## config.mk

```make
export PLATFORM = sky130hd
export DESIGN_NAME = bus_demux4_flat
export DESIGN_NICKNAME = d
export VERILOG_FILES = /design/src/rtl/bus_demux4_if.sv /design/src/rtl/bus_demux4.sv /design/src/flat_wrapper.sv
export SDC_FILE = /design/constraint.sdc
export NUM_CORES = 1
export LEC_CHECK = 0
export CAP_MARGIN = 25
export CORE_MARGIN = 2
export CORE_UTILIZATION = 23
export CTS_BUF_LIST = sky130_fd_sc_hd__clkbuf_4 sky130_fd_sc_hd__clkbuf_8 sky130_fd_sc_hd__clkbuf_16
export CTS_CLUSTER_SIZE = 24
export DETAILED_ROUTE_END_ITERATION = 7
export GPL_ROUTABILITY_DRIVEN = 0
export GPL_TIMING_DRIVEN = 0
export PLACE_DENSITY = 0.51
export SYNTH_ARGS = -nofsm -noshare
export SYNTH_HDL_FRONTEND = slang
export SYNTH_SLANG_ARGS = --single-unit
```

## constraint.sdc

```tcl
create_clock -name clk -period 1.7 [get_ports clk]
set_input_delay 0.17 -clock clk [delete_from_list [all_inputs] [get_ports clk]]
set_output_delay 0.17 -clock clk [all_outputs]
set_load 0.1 [all_outputs]
```

## src/rtl/bus_demux4_if.sv

```systemverilog
// bus_demux4_if: producer-side bus and the four consumer handshakes of the 1:4 distributor
interface bus_demux4_if #(parameter int WIDTH = 16);
  logic             in_valid;
  logic             in_ready;
  logic [WIDTH-1:0] in_data;
  logic [1:0]       sel;
  logic [WIDTH-1:0] out0;
  logic [WIDTH-1:0] out1;
  logic [WIDTH-1:0] out2;
  logic [WIDTH-1:0] out3;
  logic [3:0]       out_valid;
  logic [3:0]       out_ack;
  logic [7:0]       delivered;
  modport master (
    output in_valid, in_data, sel, out_ack,
    input  in_ready, out0, out1, out2, out3, out_valid, delivered
  );
  modport slave (
    input  in_valid, in_data, sel, out_ack,
    output in_ready, out0, out1, out2, out3, out_valid, delivered
  );
endinterface

```

## src/rtl/bus_demux4.sv

```systemverilog
// bus_demux4: steers one bus word by sel into one of four single-entry handshaked slots
module bus_demux4 #(
  parameter int WIDTH = 16
) (
  input logic         clk,
  input logic         rst_n,
  bus_demux4_if.slave bus
);
  logic [WIDTH-1:0] data_q [4];
  logic [WIDTH-1:0] data_d [4];
  logic [3:0]       valid_q, valid_d, hit;
  logic [7:0]       delivered_q, delivered_d;
  logic             accept;
  // an acked full slot frees up in the same cycle, so it can be refilled without a bubble
  assign bus.in_ready = !valid_q[bus.sel] | bus.out_ack[bus.sel];
  assign accept = bus.in_valid & bus.in_ready;
  always_comb begin
    delivered_d = delivered_q + {7'd0, accept};
    for (int i = 0; i < 4; i++) begin
      hit[i]     = accept && (bus.sel == 2'(i));
      valid_d[i] = hit[i] | (valid_q[i] & ~bus.out_ack[i]);
      data_d[i]  = hit[i] ? bus.in_data : data_q[i];
    end
  end
  always_ff @(posedge clk or negedge rst_n)
    if (!rst_n) begin
      data_q      <= '{default: '0};
      valid_q     <= '0;
      delivered_q <= '0;
    end else begin
      data_q      <= data_d;
      valid_q     <= valid_d;
      delivered_q <= delivered_d;
    end
  assign bus.out0      = data_q[0];
  assign bus.out1      = data_q[1];
  assign bus.out2      = data_q[2];
  assign bus.out3      = data_q[3];
  assign bus.out_valid = valid_q;
  assign bus.delivered = delivered_q;
endmodule
```

## src/flat_wrapper.sv

```systemverilog
// flat-port wrapper written by rule: the top's interface ports become plain ports
module bus_demux4_flat 
#(
  parameter int WIDTH = 16
)
  (clk, rst_n, bus_in_valid, bus_in_data, bus_sel, bus_out_ack, bus_in_ready, bus_out0, bus_out1, bus_out2, bus_out3, bus_out_valid, bus_delivered);
  bus_demux4_if #(.WIDTH(WIDTH)) bus_i ();
  input logic clk;
  input logic rst_n;
  input wire logic [$bits(bus_i.in_valid)-1:0] bus_in_valid;
  input wire logic [$bits(bus_i.in_data)-1:0] bus_in_data;
  input wire logic [$bits(bus_i.sel)-1:0] bus_sel;
  input wire logic [$bits(bus_i.out_ack)-1:0] bus_out_ack;
  output wire logic [$bits(bus_i.in_ready)-1:0] bus_in_ready;
  output wire logic [$bits(bus_i.out0)-1:0] bus_out0;
  output wire logic [$bits(bus_i.out1)-1:0] bus_out1;
  output wire logic [$bits(bus_i.out2)-1:0] bus_out2;
  output wire logic [$bits(bus_i.out3)-1:0] bus_out3;
  output wire logic [$bits(bus_i.out_valid)-1:0] bus_out_valid;
  output wire logic [$bits(bus_i.delivered)-1:0] bus_delivered;
  assign bus_i.in_valid = bus_in_valid;
  assign bus_i.in_data = bus_in_data;
  assign bus_i.sel = bus_sel;
  assign bus_i.out_ack = bus_out_ack;
  assign bus_in_ready = bus_i.in_ready;
  assign bus_out0 = bus_i.out0;
  assign bus_out1 = bus_i.out1;
  assign bus_out2 = bus_i.out2;
  assign bus_out3 = bus_i.out3;
  assign bus_out_valid = bus_i.out_valid;
  assign bus_delivered = bus_i.delivered;
  bus_demux4 #(.WIDTH(WIDTH)) u_core (.clk(clk), .rst_n(rst_n), .bus(bus_i));
endmodule
```

# == After elaboration in Yosys (flattened, before gate mapping) ==
# Index checks and enable logic that the tools add are counted.
# word_totals
ff_bits,76
latchBits,0
ramBits,0
rom_bits,0
in_bits,25
word_cells,35
memories,0
# op_classes
addsub,1
n_mul,0
div,0
order_cmp,1
n_eq_ne,3
shift,0
muxes,4
n_bitwise,14
n_reduce_logical,6
# op_table
op,count
8-bit by 1-bit adder with 8-bit output,1
1-bit bitwise AND,5
1-bit bitwise OR,5
1-bit binary-select mux with 2-bit select,2
"2-bit equality test, second input constant",2
1-bit logical AND,4
1-bit NOT,4
"2-bit by 3-bit less-than comparator with 1-bit output, second input constant",1
"2-bit by 1-bit equality test with 1-bit output, second input constant",1
2-bit logical NOT,1
1-bit 2-to-1 mux,2
1-bit logical NOT,1

# == Longest topological paths before layout ==
# logic_depth
word_depth,7
depth_mapped,7
ltp_nobuf,7

# == Worst setup path after synthesis ==
# OpenSTA, ideal clock, no wires.
# synth_path
kind,register to register
start,"register u_core.valid_q[0], in the netlist u_core.bus.out_valid[0]"
end,"register u_core.delivered_q[4], in the netlist u_core.bus.delivered[4]"
setup_time_ps,158
t_arrival_ps,3033
setup_slack_ps,-1491
stages_incl_launch_ff,8
n_path_buf,0
period_less_slack_ps,3191
path_cell_list,dfrtp_1 -> nand2b_1 -> mux4_1 -> and2_1 -> ha_1 -> ha_1 -> nand3_1 -> xnor2_1
# synth_via
elab_chain_cells,6
# synth_lines
item,line,rtl
start: declaration,bus_demux4.sv:11,"logic [3:0] valid_q, valid_d, hit;"
start signal: assignment,bus_demux4.sv:32,valid_q <= valid_d;
1-bit binary-select mux with 2-bit select,bus_demux4.sv:15,assign bus.in_ready = !valid_q[bus.sel] | bus.out_ack[bus.sel];
1-bit 2-to-1 mux (implied by the code),bus_demux4.sv:15,
1-bit logical NOT,bus_demux4.sv:15,
1-bit bitwise OR,bus_demux4.sv:15,
net bus_in_ready,flat_wrapper.sv:14,output wire logic [$bits(bus_i.in_ready)-1:0] bus_in_ready;
1-bit bitwise AND,bus_demux4.sv:16,assign accept = bus.in_valid & bus.in_ready;
8-bit by 1-bit adder with 8-bit output,bus_demux4.sv:18,"delivered_d = delivered_q + {7'd0, accept};"
net u_core.delivered_d[4],bus_demux4.sv:12,"logic [7:0] delivered_q, delivered_d;"
end signal: assignment,bus_demux4.sv:33,delivered_q <= delivered_d;
end: declaration,bus_demux4.sv:12,
# The timed path passes the listed nets, and every way through them passes these cells. The select of a mux whose other input is x is not followed.
# A chain may end at the register's enable or synchronous reset.

# == Worst setup path in the final report ==
# layout_path
start,"register u_core.valid_q[3], in the netlist u_core.bus.out_valid[3]"
end,"register u_core.delivered_q[6], in the netlist u_core.bus.delivered[6]"
# layout_via
elab_chain_cells,6
# layout_lines
item,line
1-bit binary-select mux with 2-bit select,bus_demux4.sv:15
1-bit 2-to-1 mux (implied by the code),bus_demux4.sv:15
1-bit logical NOT,bus_demux4.sv:15
1-bit bitwise OR,bus_demux4.sv:15
1-bit bitwise AND,bus_demux4.sv:16
8-bit by 1-bit adder with 8-bit output,bus_demux4.sv:18
net u_core.delivered_d[6],bus_demux4.sv:12
# The timed path passes the listed nets, and every way through them passes these cells. The select of a mux whose other input is x is not followed.

==> impl_metrics.json <==
{
  "synth_top_area_share_pct": 62.0,
  "fp-row-count": 42,
  "antennaDiodeCount": 0,
  "post-route-drc-count": 0,
  "critical_path_class": "flop to flop",
  "violations": "setup timing",
  "power.switching_mw": 4.56,
  "power_frac_comb_pct": 49.2,
  "core_mm2": 0.0131,
  "fp.dieW_um": 119,
  "ys_async_sr_fraction_pct": 100,
  "synth_compound_area_share_pct": 0.326,
  "first_pass_iters": 4,
  "cts_buffers": 9,
  "cp.arrival_ps": 1970,
  "track_usage_pct": 11.1,
  "synthTopCellsByArea": "dfrtp_1 62%, mux2_4 14%, mux2_2 13%, xnor2_1 1.4%, nor3b_4 1.2%",
  "max_freq_mhz": 584,
  "fin_crit_ps": 1710,
  "antenna_found_initial": 0,
  "worstSetupStartpointType": "flop",
  "htree_levels": 3,
  "avgRoutedWirePerCell_um": 15.1,
  "hpwl_um": 4970,
  "synth_top_family_by_area": "multiplexers",
  "swShare_pct": 49.9,
  "clockRootBuffer": "clkbuf_16",
  "cp.required_ps": 1960,
  "synth.most_common_cell": "dfrtp_1",
  "fill_cells": 1279,
  "synthXorXnorAreaFrac_pct": 1.71,
  "clk_latency_ps": 340,
  "post-route-period-util_pct": 101,
  "setup_violations": 4,
  "grt_max_degree": 55,
  "die_y_um": 119,
  "p_leak_nw": 2.08,
  "drv_slew": 0,
  "clk_path_buf_depth": 2,
  "yosys_warnings": 0,
  "cts_tree": "done",
  "pwr-share-clk_pct": 23.3,
  "utilization_pct": 36.9,
  "cp-end-kind": "flop",
  "status": "complete, but fails checks",
  "syn_inst": 178,
  "pwr_density_cell_mw_per_mm2": 1890,
  "seq_area_frac_synth_pct": 62.0,
  "hold_class": "primary input to asynchronous set/reset pin",
  "seqPwrFrac_pct": 27.5,
  "via_count": 1923,
  "layout.nets": 326,
  "critPathMaxFanout": 4,
  "grt_pass1_vias": 2091,
  "p_int_mw": 4.57,
  "detailedRoute.firstIterationViolations": 58,
  "synth_area_mm2": 0.00307,
  "clock-skew-final_ps": 6.08,
  "synth_seq_cells": 76,
  "ys.flop_type": "dfrtp_1",
  "synth_adder_area_share_pct": 0.816,
  "yosysTopAreaCell": "dfrtp_1",
  "yosys-top-cells-count": "76 x dfrtp_1, 35 x mux2_2, 29 x mux2_4",
  "yosysUniqueCellTypes": 22,
  "die_area_mm2": 0.0143,
  "synthesis.nets": 205,
  "clkTransAtPathRegs_ps": 60,
  "drive_above_1_share_pct": 62.8,
  "syn2layout_area_growth_pct": 57.9,
  "portBuffers": 101,
  "vias_per_cell": 4.01,
  "max_slew_margin_pct": 36.7,
  "synthSimpleGateAreaFrac_pct": 5.10,
  "clock-sinks": 76,
  "synth-edff-count": 0,
  "grt.overflow.total": 0,
  "rsz0062_at_grt": "yes",
  "whs_ps": 277,
  "max-vdd-ir-drop_v": 0.000835,
  "num_io_pins": 102,
  "grt_pass1_wl_um": 11900,
  "wl_um": 7260,
  "setup_ws_ps": -12.3,
  "drv_cap": 0,
  "avgSynthCellArea_um2": 17.2,
  "antenna_left": 0,
  "finalHoldViolations": 0,
  "initial_core_util_pct": 23.3,
  "synth.mux.area_fraction_pct": 27.9,
  "tightest_slew_ps": 953
}
## flip-flops by register name, indices dropped and copies added, names as in the netlist
signal / cells
u_core.bus.delivered: 8
u_core.bus.out0: 16
u_core.bus.out1: 16
u_core.bus.out2: 16
u_core.bus.out3: 16
u_core.bus.out_valid: 4
## through the flow
| step | total power, mW | instances | cell area [um^2] | setup TNS [ps] | setup slack, ps |
|---|---|---|---|---|---|
| after detailed placement | 7.19 | 456 | 4390 | -23260 | -869 |
| after global placement | 7.16 | 455 | 4370 | -205350 | -2920 |
| final | 9.13 | 480 | 4840 | -26.4 | -12.3 |
| after CTS | 9.26 | 478 | 4870 | -125 | -36.3 |
| after floorplan | 6.06 | 178 | 3140 | -4520 | -665 |
| after global routing | 9.48 | 480 | 4840 | -290 | -82.2 |
## layout by cell type (no fill, tap or decap), types with 3 or more instances in the layout
master,netlist,routed
clkbuf_16,0,9
clkdlybuf4s50_1,0,22
mux2_4,29,29
nand3_1,6,3
clkdlybuf4s15_2,0,66
nand3_2,0,3
mux2_2,35,35
nand2b_4,0,4
buf_4,1,10
xnor2_1,5,5
dfrtp_1,76,72
dfrtp_4,0,4
clkbuf_2,0,9
## area by class of cell
type / count / area (um^2) / area share [%]
sequential: 76 / 1920 / 39.6
multi-input combinational: 97 / 1170 / 24.2
timing repair buffer: 111 / 1140 / 23.5
clock buffer: 10 / 239 / 4.94
tap: 176 / 220 / 4.55
clock inverter: 6 / 95.1 / 1.96
buffer: 4 / 57.6 / 1.19
## power groups by stage
stage	logic [mW]	registers (mW)	clock network [mW]
floorplan	0.579	5.48	0
global placement	4.63	2.53	0
detailed placement	4.66	2.54	0
CTS	4.54	2.52	2.20
global route	4.62	2.58	2.28
finish	4.49	2.51	2.13
## logic make-up after synthesis
group                    Yosys count
adder cells (fa/ha/maj)            2
AO/OA/AOI/OAI                      2
flip-flops                        76
XOR/XNOR                           6
AND/OR/NAND/NOR                   22
multiplexers                      65
buffers and inverters              5
## layer usage
layer	wire, um	global-route usage (%)	up-vias
met5	0	0	-
met4	170	5.96	0
met3	487	3.74	12
met2	3150	15.9	70
met1	3450	14.7	966
li1	-	-	875
## timing repair
item / in CTS / in global routing
buffers inserted: 5 / 3
gates resized for setup: 228 / 10
endpoints found under the setup margin: 102 / 24
pin swaps: 2 / 2
hold endpoints to repair: 22 / 0
hold buffers: 1 / 0
## critical path, stage by stage (launching register included)
cell	delay, ps
dfrtp_4	420
nand2b_4	50
mux4_2	470
and2_4	160
ha_4	170
ha_4	170
nand3_2	70
xnor2_1	110
## worst paths after layout
| path | start | end | slack [ps] | cells after the start |
|---|---|---|---|---|
| worst max register to register | u_core.bus.out_valid[3] | u_core.bus.delivered[6] | -10 | 7 |
| max in group asynchronous | rst_n | u_core.bus.out1[3] | 850 | 3 |
| worst min-delay path | rst_n | u_core.bus.delivered[4] | 280 | 2 |
| worst min register to register | u_core.bus.delivered[7] | u_core.bus.delivered[7] | 470 | 1 |
| min in group clk | bus_sel[1] | u_core.bus.out_valid[2] | 400 | 3 |
| worst max-delay path | u_core.bus.out_valid[3] | u_core.bus.delivered[6] | -10 | 7 |
(Power assumes the default switching activity.)
